`src/rtl/ctr_cmd_sequencer_if.sv`:
```
// Host command channel for ctr_cmd_sequencer: valid/ready handshake carrying opcode, load value and cycle count.
interface ctr_cmd_sequencer_if #(
    parameter int ARG_W = 4,
    parameter int LEN_W = 8
);
    logic             cmd_valid;
    logic             cmd_ready;
    logic [1:0]       cmd_op;
    logic [ARG_W-1:0] cmd_arg;
    logic [LEN_W-1:0] cmd_len;

    modport master (output cmd_valid, cmd_op, cmd_arg, cmd_len, input cmd_ready);
    modport slave  (input cmd_valid, cmd_op, cmd_arg, cmd_len, output cmd_ready);
endinterface

```
`src/rtl/ctr_cmd_sequencer.sv`:
```
// Buffers CLEAR/LOAD/UP/DOWN commands and replays them as mod-12 counter control waveforms.
// Optional feature macro: CMD_LOAD_CLAMP_EN clamps LOAD values above 11 to 11.
module ctr_cmd_sequencer #(
    parameter int ARG_W  = 4,
    parameter int LEN_W  = 8,
    parameter int QDEPTH = 4
) (
    input  logic                 clock,
    input  logic                 reset,
    ctr_cmd_sequencer_if.slave   cmd,
    output logic                 ctr_reset,
    output logic                 ctr_load,
    output logic [ARG_W-1:0]     ctr_din,
    output logic                 ctr_mode,
    output logic                 done,
    output logic                 busy
);
    localparam int AW = $clog2(QDEPTH);

    typedef enum logic [1:0] {IDLE, PULSE, RUN} state_t;

    typedef struct packed {
        logic [1:0]       op;
        logic [ARG_W-1:0] arg;
        logic [LEN_W-1:0] len;
    } entry_t;

    function automatic logic [ARG_W-1:0] clamp_arg(input logic [ARG_W-1:0] a);
`ifdef CMD_LOAD_CLAMP_EN
        return (32'(a) > 32'd11) ? ARG_W'(11) : a;
`else
        return a;
`endif
    endfunction

    function automatic logic [LEN_W-1:0] eff_len(input logic [LEN_W-1:0] l);
        return (l == '0) ? LEN_W'(1) : l;
    endfunction

    entry_t           mem_q [QDEPTH];
    logic [AW:0]      wr_ptr_q, wr_ptr_d, rd_ptr_q, rd_ptr_d;
    state_t           state_q, state_d;
    logic [LEN_W-1:0] rem_q, rem_d;
    logic             pulse_q, pulse_d;
    logic             load_q, load_d;
    logic [ARG_W-1:0] din_q, din_d;
    logic             mode_q, mode_d;

    logic   empty, full, push, pop, last_cycle;
    entry_t head, wr_entry;

    assign empty = (wr_ptr_q == rd_ptr_q);
    assign full  = (wr_ptr_q[AW] != rd_ptr_q[AW]) &&
                   (wr_ptr_q[AW-1:0] == rd_ptr_q[AW-1:0]);

    // Ready comes from registered occupancy only, so a pop never frees a slot in the same cycle.
    assign cmd.cmd_ready = !full && !reset;
    assign push          = cmd.cmd_valid && cmd.cmd_ready;

    assign head       = mem_q[rd_ptr_q[AW-1:0]];
    assign wr_entry   = '{op: cmd.cmd_op, arg: cmd.cmd_arg, len: cmd.cmd_len};
    assign last_cycle = (state_q == PULSE) || ((state_q == RUN) && (rem_q == LEN_W'(1)));
    assign pop        = !empty && ((state_q == IDLE) || last_cycle);

    assign ctr_reset = reset | pulse_q;
    assign ctr_load  = load_q;
    assign ctr_din   = din_q;
    assign ctr_mode  = mode_q;
    assign done      = last_cycle && !reset;
    assign busy      = (state_q != IDLE) || !empty;

    always_comb begin
        state_d  = state_q;
        rem_d    = rem_q;
        pulse_d  = 1'b0;
        load_d   = 1'b0;
        din_d    = din_q;
        mode_d   = mode_q;
        wr_ptr_d = push ? wr_ptr_q + (AW+1)'(1) : wr_ptr_q;
        rd_ptr_d = pop  ? rd_ptr_q + (AW+1)'(1) : rd_ptr_q;

        if (pop) begin
            case (head.op)
                2'd0: begin
                    state_d = PULSE;
                    pulse_d = 1'b1;
                end
                2'd1: begin
                    state_d = PULSE;
                    load_d  = 1'b1;
                    din_d   = clamp_arg(head.arg);
                end
                2'd2: begin
                    state_d = RUN;
                    mode_d  = 1'b1;
                    rem_d   = eff_len(head.len);
                end
                default: begin
                    state_d = RUN;
                    mode_d  = 1'b0;
                    rem_d   = eff_len(head.len);
                end
            endcase
        end else if (last_cycle) begin
            state_d = IDLE;
        end else if (state_q == RUN) begin
            rem_d = rem_q - LEN_W'(1);
        end
    end

    always_ff @(posedge clock) begin
        if (reset) begin
            state_q  <= IDLE;
            wr_ptr_q <= '0;
            rd_ptr_q <= '0;
            pulse_q  <= 1'b0;
            load_q   <= 1'b0;
            din_q    <= '0;
            mode_q   <= 1'b1;
        end else begin
            state_q  <= state_d;
            wr_ptr_q <= wr_ptr_d;
            rd_ptr_q <= rd_ptr_d;
            pulse_q  <= pulse_d;
            load_q   <= load_d;
            din_q    <= din_d;
            mode_q   <= mode_d;
        end
    end

    // Datapath storage is not reset; the state and pointers qualify it.
    always_ff @(posedge clock) begin
        rem_q <= rem_d;
        if (push) mem_q[wr_ptr_q[AW-1:0]] <= wr_entry;
    end
endmodule

```
`src/flat_wrapper.sv`:
```
// flat-port wrapper written by rule: the top's interface ports become plain ports
module ctr_cmd_sequencer_flat 
#(
    parameter int ARG_W  = 4,
    parameter int LEN_W  = 8,
    parameter int QDEPTH = 4
)
  (clock, reset, ctr_reset, ctr_load, ctr_din, ctr_mode, done, busy, cmd_cmd_valid, cmd_cmd_op, cmd_cmd_arg, cmd_cmd_len, cmd_cmd_ready);
  ctr_cmd_sequencer_if #(.ARG_W(ARG_W), .LEN_W(LEN_W)) cmd_i ();
  input  logic clock;
  input  logic reset;
  output logic ctr_reset;
  output logic ctr_load;
  output logic [ARG_W-1:0] ctr_din;
  output logic ctr_mode;
  output logic done;
  output logic busy;
  input wire logic [$bits(cmd_i.cmd_valid)-1:0] cmd_cmd_valid;
  input wire logic [$bits(cmd_i.cmd_op)-1:0] cmd_cmd_op;
  input wire logic [$bits(cmd_i.cmd_arg)-1:0] cmd_cmd_arg;
  input wire logic [$bits(cmd_i.cmd_len)-1:0] cmd_cmd_len;
  output wire logic [$bits(cmd_i.cmd_ready)-1:0] cmd_cmd_ready;
  assign cmd_i.cmd_valid = cmd_cmd_valid;
  assign cmd_i.cmd_op = cmd_cmd_op;
  assign cmd_i.cmd_arg = cmd_cmd_arg;
  assign cmd_i.cmd_len = cmd_cmd_len;
  assign cmd_cmd_ready = cmd_i.cmd_ready;
  ctr_cmd_sequencer #(.ARG_W(ARG_W), .LEN_W(LEN_W), .QDEPTH(QDEPTH)) u_core (.clock(clock), .reset(reset), .cmd(cmd_i), .ctr_reset(ctr_reset), .ctr_load(ctr_load), .ctr_din(ctr_din), .ctr_mode(ctr_mode), .done(done), .busy(busy));
endmodule
```
`config.mk`:
```
export PLATFORM = sky130hd
export DESIGN_NAME = ctr_cmd_sequencer_flat
export DESIGN_NICKNAME = d
export VERILOG_FILES = /design/src/rtl/ctr_cmd_sequencer_if.sv /design/src/rtl/ctr_cmd_sequencer.sv /design/src/flat_wrapper.sv
export SDC_FILE = /design/constraint.sdc
export NUM_CORES = 1
export LEC_CHECK = 0
export ABC_AREA = 1
export BUFFER_PORTS_ARGS = -buffer_cell sky130_fd_sc_hd__buf_2
export CAP_MARGIN = 15
export CORE_MARGIN = 2
export CORE_UTILIZATION = 55
export CTS_CLUSTER_DIAMETER = 60
export CTS_CLUSTER_SIZE = 16
export DETAILED_ROUTE_END_ITERATION = 10
export PLACE_DENSITY = 0.74
export RECOVER_POWER = 50
export SKIP_LAST_GASP = 1
export SLEW_MARGIN = 20
export SYNTH_ARGS = -nofsm -noshare
export SYNTH_HDL_FRONTEND = slang
export SYNTH_SLANG_ARGS = --single-unit
export TNS_END_PERCENT = 10
```
`constraint.sdc`:
```
create_clock -name clock -period 2.7 [get_ports clock]
set_input_delay 0.27 -clock clock [delete_from_list [all_inputs] [get_ports clock]]
set_output_delay 0.27 -clock clock [all_outputs]
set_load 0.005 [all_outputs]
```
==> results of run 1 <==
final cells by class:
type	instances	share of cell area, %
Clock buffer	10	3.20
Sequential cell	81	56.7
Timing Repair Buffer	32	3.67
Multi-Input combinational cell	226	28.7
Tap cell	77	2.41
Clock inverter	5	2.04
Inverter	34	3.26
metal layers:
layer	wire [um]	track usage [%]	up-vias
met4	109	12.0	0
met1	2910	25.5	1087
met2	3130	31.4	59
met3	294	4.18	10
met5	0	0	-
li1	-	-	1230
how the worst max path moves through the flow:
stage / endpoint / cells past startpoint / slack [ns] / start
after floorplan: u_core.mem_q[0][0] / 4 / 0.87 / u_core.wr_ptr_q[0]
after global placement: u_core.rem_q[6] / 6 / 0.74 / flop
after detailed placement: u_core.rem_q[6] / 6 / 0.65 / flop
after CTS: u_core.rem_q[0] / 6 / 0.63 / flop
after global routing: u_core.rem_q[0] / 6 / 0.37 / flop
final: u_core.mem_q[3][7] / 5 / 0.56 / u_core.wr_ptr_q[1]
metrics by stage:
step	utilization [%]	setup slack (ns)
after global placement	60.0	0.739
after detailed placement	60.0	0.649
after CTS	63.3	0.630
final	62.8	0.559
after floorplan	-	0.870
after global routing	62.8	0.371
power by group through the flow:
stage	logic (mW)	clock network, mW	registers (mW)
final	1.18	0.931	1.69
after global routing	1.36	1.00	1.71
after CTS	1.20	0.950	1.69
after detailed placement	1.19	0	1.71
after global placement	1.16	0	1.71
after floorplan	0.969	0	1.69
cell usage in the layout (no fill, tap or decap):
cell	count
buf_2	9
o21ai_1	4
nor2_1	31
clkinv_2	1
edfxtp_1	64
xnor2_1	5
clkbuf_8	9
or3_1	1
a21oi_1	7
buf_4	4
nor2_4	3
xor2_1	5
o21ai_0	7
dfxtp_1	17
nand3_1	29
o21ai_2	6
inv_1	30
nand3_2	3
nand2_1	102
inv_4	1
nor3_1	1
or2_2	1
bufinv_16	2
clkinvlp_4	1
nor3_2	1
clkinv_4	1
nand4_1	7
inv_2	3
clkbuf_1	20
ha_1	7
nand2_2	5
nand3_4	1
state kept, by name (all words and copies together), names as in the netlist, named ones only:
name             flops
u_core.mem_q        56
u_core.rem_q         8
u_core.ctr_din       4
u_core.rd_ptr_q      3
u_core.wr_ptr_q      3
u_core.state_q       2
u_core.ctr_load      1
u_core.ctr_mode      1
u_core.pulse_q       1
logic make-up (layout without fill, tap and decap cells):
family	count (synthesis)	after routing
adders and majority gates	7	7
xor gates and xnor gates	10	10
and+or+nand+nor	185	185
DFF	81	81
AOI/OAI and AO/OA	24	24
buffers and inverters	44	81
==> impl_metrics.yaml, run 1 <==
status:
  status: "complete, no violations"
setup_path:
  crit_chain: "xnor2_1, nand3_1, nand3_1, nor2_1, clkbuf_1"
  worstPathRequired_ns: 2.67
  rr_endpoint: "u_core.mem_q[3][7]"
  cp-end-kind: "flop"
  critPathLaunchType: "flop"
  r2r_cells: 5
  cp_slowest_stage_delay_ns: 0.66
  crit_arrival_ns: 2.11
  rrSetupSlack_ns: 0.56
  criticalPathCategory: "reg -> reg"
  r2r_start: "u_core.wr_ptr_q[1]"
  crit_fanout: 14
  critical_path_buf_inv_count: 1
  critical-path-top-delay-family: "buffers and inverters"
  cp_slowest_cell: "clkbuf_1"
  cp_common_cell: "nand3_1"
drt:
  wire_per_inst_um: 13.9
  drc: 0
  wl_mm: 6.45
  dr.first_iter.drc_count: 184
  ant_nets: 0
  dr.pass1.iters: 4
  vias: 2386
  vias_per_cell: 5.13
power:
  p_seq_share_pct: 44.4
  p_sw_share_pct: 34.6
  power.total_mw: 3.80
  p_int_mw: 2.48
  cellPowerDensity_mw_per_mm2: 953
  p_sw_mw: 1.32
  p_comb_share_pct: 31.1
  ir_drop_mv: 0.792
  p_clk_share_pct: 24.5
  leakagePower_nw: 1.61
layout:
  nNetsFinal: 408
  seqCellArea_mm2: 0.00226
  final_cell_area_mm2: 0.00399
  syn_to_final_growth_pct: 9.93
  multi_input_area_mm2: 0.00115
  nFillCells: 530
  instances_no_fill: 465
  num_antenna_cells: 0
  drive_gt1_share_pct: 13.1
floorplanning:
  die_y_um: 85.2
  die_w_um: 85.2
  num_rows: 29
  initial_core_util_pct: 57.2
  core-area_mm2: 0.00635
  num_io_pins: 27
  dieArea_mm2: 0.00727
synthesis:
  synth_top_cell_by_area: "edfxtp_1"
  synth.avg_cell_area_um2: 10.3
  ys.flop_type: "edfxtp_1"
  synth_top_family_by_area: "simple AND/OR/NAND/NOR gates"
  synth_cell_types: 28
  seq_area_frac_synth_pct: 62.3
  synth_top_cells_by_count: "101 x nand2_1, 64 x edfxtp_1, 31 x nor2_1"
  synth-compound-area-share_pct: 3.93
  synth_edf_count: 64
  synthesis.nets: 375
  ys_ff_latch: 81
  yosysMostFrequentCell: "nand2_1"
  syn_area_mm2: 0.00363
  synthXorXnorAreaFrac_pct: 2.41
  async_reset_ff_share_pct: 0
  synth_fa_ha_area_share_pct: 2.41
  synthSimpleGateAreaFrac_pct: 22.9
  netlist_instances: 351
  yosysWarnings: 0
  yosysTopAreaCellShare_pct: 52.9
  synthTopCellsByArea: "edfxtp_1 53%, nand2_1 10%, dfxtp_1 9.4%"
  synth_mux_area_share_pct: 0
timing:
  timing_max_transition_violations_final: 0
  rsz0062_at_grt: "false"
  min_period_ns: 2.14
  finalCritPeriodShare_pct: 79.3
  final-hold-violation-count: 0
  fin_worst_skew_ns: 0.00753
  fin_tns_setup_ns: 0
  worstMarginPinSlew_ns: 0.967
  setup_viol: 0
  fmax_ghz: 0.467
  hold_ws_ns: 0.173
  relSlewSlack_pct: 34.8
grt:
  grt_use_total_pct: 19.9
  grt_pass1_wl_mm: 10.9
  grt_pass1_vias: 2339
  grt_antenna_before_repair: 0
  overflow: 0
  grt_max_degree: 25
run:
  max_cap_viol_count: 0
cts:
  cts_tree: "built"
  cts_max_level: 3
  cts_resized: 0
  cts_buffers: 9
  post_cts_buffers: 0
  clock_tree.root_cell: "clkbuf_8"
  cts_sinks: 81
  clk-insertion-delay-late_ns: 0.34
  max-clock-path-buffers: 2
  clkTransAtPathRegs_ns: 0.08
  cts_hold_buf: 0
place:
  hpwl_mm: 4.39
  place_inst: 450
  gp_congestion: 0.806
  numPortBuffers: 26
  placed_area_mm2: 0.00381
hold_path:
  min_to: "u_core.mem_q[3][0]"
  hold_class: "in -> reg"
  holdPathStages: 1
  holdCritStartpoint: "cmd_cmd_len[0]"
(Power assumes the default switching activity.)
==> inputs of run 2 (changes only) <==
Clock period 2.7 ns to 1.98 ns, I/O delays scaled along.
==> run 2 against run 1 <==
Effect of this change:
- sequential power rose by 35%
- combinational power rose by 42%
- non-clock buffer count rose by 4
- clock-buffer cell count fell by 1
- register-to-register slack got worse by 0.35 ns
- final cell count rose by 1.1%
- routed wire length fell by 2.5%
- global-route usage fell by 0.71 points
- clock power rose by 11%
- clock skew fell by 0.00081 ns
- critical endpoint is now busy
- largest power group unchanged
==> impl_metrics.yaml, run 2 (synthesized netlist as in run 1, its figures left out) <==
grt:
  grt_antenna_before_repair: 0
  grt_max_degree: 23
  grt_pass1_wl_mm: 10.6
  grt_pass1_vias: 2218
  overflow: 0
  grt_use_total_pct: 19.2
setup_path:
  cp_slowest_cell: "dfxtp_1"
  cp_slowest_stage_delay_ns: 0.47
  critPathLaunchType: "flop"
  worstPathRequired_ns: 1.78
  critical_path_buf_inv_count: 1
  crit_fanout: 8
  crit_chain: "xnor2_2, nand3_2, or3_1, buf_2"
  rr_endpoint: "u_core.rem_q[2]"
  rrSetupSlack_ns: 0.21
  cp-end-kind: "output pin"
  r2r_cells: 6
  criticalPathCategory: "reg -> out"
  crit_arrival_ns: 1.66
  critical-path-top-delay-family: "simple AND/OR/NAND/NOR gates"
  r2r_start: "u_core.rem_q[3]"
timing:
  final-hold-violation-count: 0
  fmax_ghz: 0.537
  setup_viol: 0
  fin_tns_setup_ns: 0
  finalCritPeriodShare_pct: 94.0
  rsz0062_at_grt: "false"
  relSlewSlack_pct: 72.4
  fin_worst_skew_ns: 0.00672
  timing_max_transition_violations_final: 0
  min_period_ns: 1.86
  worstMarginPinSlew_ns: 0.414
place:
  place_inst: 454
  gp_congestion: 0.753
  hpwl_mm: 4.30
  numPortBuffers: 26
floorplanning:
  core-area_mm2: 0.00635
  dieArea_mm2: 0.00727
  die_w_um: 85.2
  num_rows: 29
  die_y_um: 85.2
  num_io_pins: 27
  initial_core_util_pct: 57.2
power:
  ir_drop_mv: 0.965
  leakagePower_nw: 1.62
  cellPowerDensity_mw_per_mm2: 1250
cts:
  clk-insertion-delay-late_ns: 0.35
  cts_sinks: 81
  cts_buffers: 9
  cts_hold_buf: 0
  cts_resized: 0
  clock_tree.root_cell: "clkbuf_8"
  post_cts_buffers: 0
  clkTransAtPathRegs_ns: 0.08
  max-clock-path-buffers: 2
  cts_max_level: 3
  cts_tree: "built"
layout:
  instances_no_fill: 470
  final_cell_mix: "101 x nand2_1, 64 x edfxtp_1, 31 x inv_1, 31 x nor2_1, 29 x nand3_1"
  num_antenna_cells: 0
  syn_to_final_growth_pct: 10.1
  drive_gt1_share_pct: 14.8
  nNetsFinal: 412
  largest_register_ffs: 56
  final_common_cell: "nand2_1"
  nFillCells: 534
status:
  status: "complete, no violations"
drt:
  vias_per_cell: 5.06
  wire_per_inst_um: 13.4
  dr.first_iter.drc_count: 99
  wl_mm: 6.29
  vias: 2379
  drc: 0
  dr.pass1.iters: 4
  ant_nets: 0
hold_path:
  holdCritStartpoint: "cmd_cmd_len[5]"
  min_to: "u_core.mem_q[0][5]"
  holdPathStages: 1
  hold_class: "in -> reg"
run:
  max_cap_viol_count: 0
[run 2: changes by cell type in the layout (fill, tap and decap cells not counted), sizes merged]
cell,change
buf,+7
clkbuf,-4
bufinv,-2
clkinv,+2
clkinvlp,+2
[run 2: power by group]
part	internal, mW	leakage (nW)	total [mW]	switching (mW)
clock network	0.450	0.0765	1.03	0.585
registers	2.14	0.723	2.28	0.141
logic	0.585	0.822	1.68	1.10
[run 2: layout make-up]
cell class | count | area (um2) | share of cell area (%)
well taps | 77 | 96.3 | 2.41
clock buffers | 9 | 124 | 3.10
multi-input cells | 226 | 1150 | 28.8
inverters | 34 | 130 | 3.26
clock inverters | 7 | 47.5 | 1.19
flip-flops and latches | 81 | 2260 | 56.6
repair buffers | 36 | 185 | 4.63
[run 2: how the worst max path moves through the flow]
stage	startpoint	to	depth (start not counted)
after global routing	u_core.wr_ptr_q[0]	busy	4
after global placement	u_core.rem_q[1]	u_core.rem_q[2]	7
after floorplan	u_core.wr_ptr_q[0]	u_core.mem_q[0][0]	4
after detailed placement	u_core.rem_q[1]	u_core.rem_q[2]	7
final	u_core.wr_ptr_q[1]	busy	4
after CTS	u_core.wr_ptr_q[1]	busy	4
[run 2: per-stage QoR]
| stage | worst slack (ns) | utilization (%) | hold WS (ns) | cell area (um2) | power (mW) |
|---|---|---|---|---|---|
| global placement | 0.301 | 60.5 | 0.409 | 3840 | 3.96 |
| floorplan | 0.150 | - | 0.297 | 3630 | 3.63 |
| finish | 0.119 | 63.0 | 0.104 | 4000 | 4.99 |
| detailed placement | 0.205 | 60.5 | 0.414 | 3840 | 4.02 |
| CTS | 0.0894 | 63.2 | 0.0396 | 4010 | 5.05 |
| global route | 0.00935 | 63.0 | 0.101 | 4000 | 5.37 |
[run 2: worst register-to-register path, cell delays in order, from the launching register on]
cell	delay (ns)
edfxtp_1	0.44
nor2_1	0.16
nand2_1	0.12
o21ai_2	0.20
nand3_4	0.26
o21ai_0	0.23
o21ai_2	0.10
[run 2: per-layer routing]
layer	GRT usage (%)	part of all wire (%)	up-vias
met4	7.36	1.7	0
li1	-	-	1237
met2	30.0	46	43
met5	0	0	-
met1	26.0	48	1087
met3	5.06	4.1	12
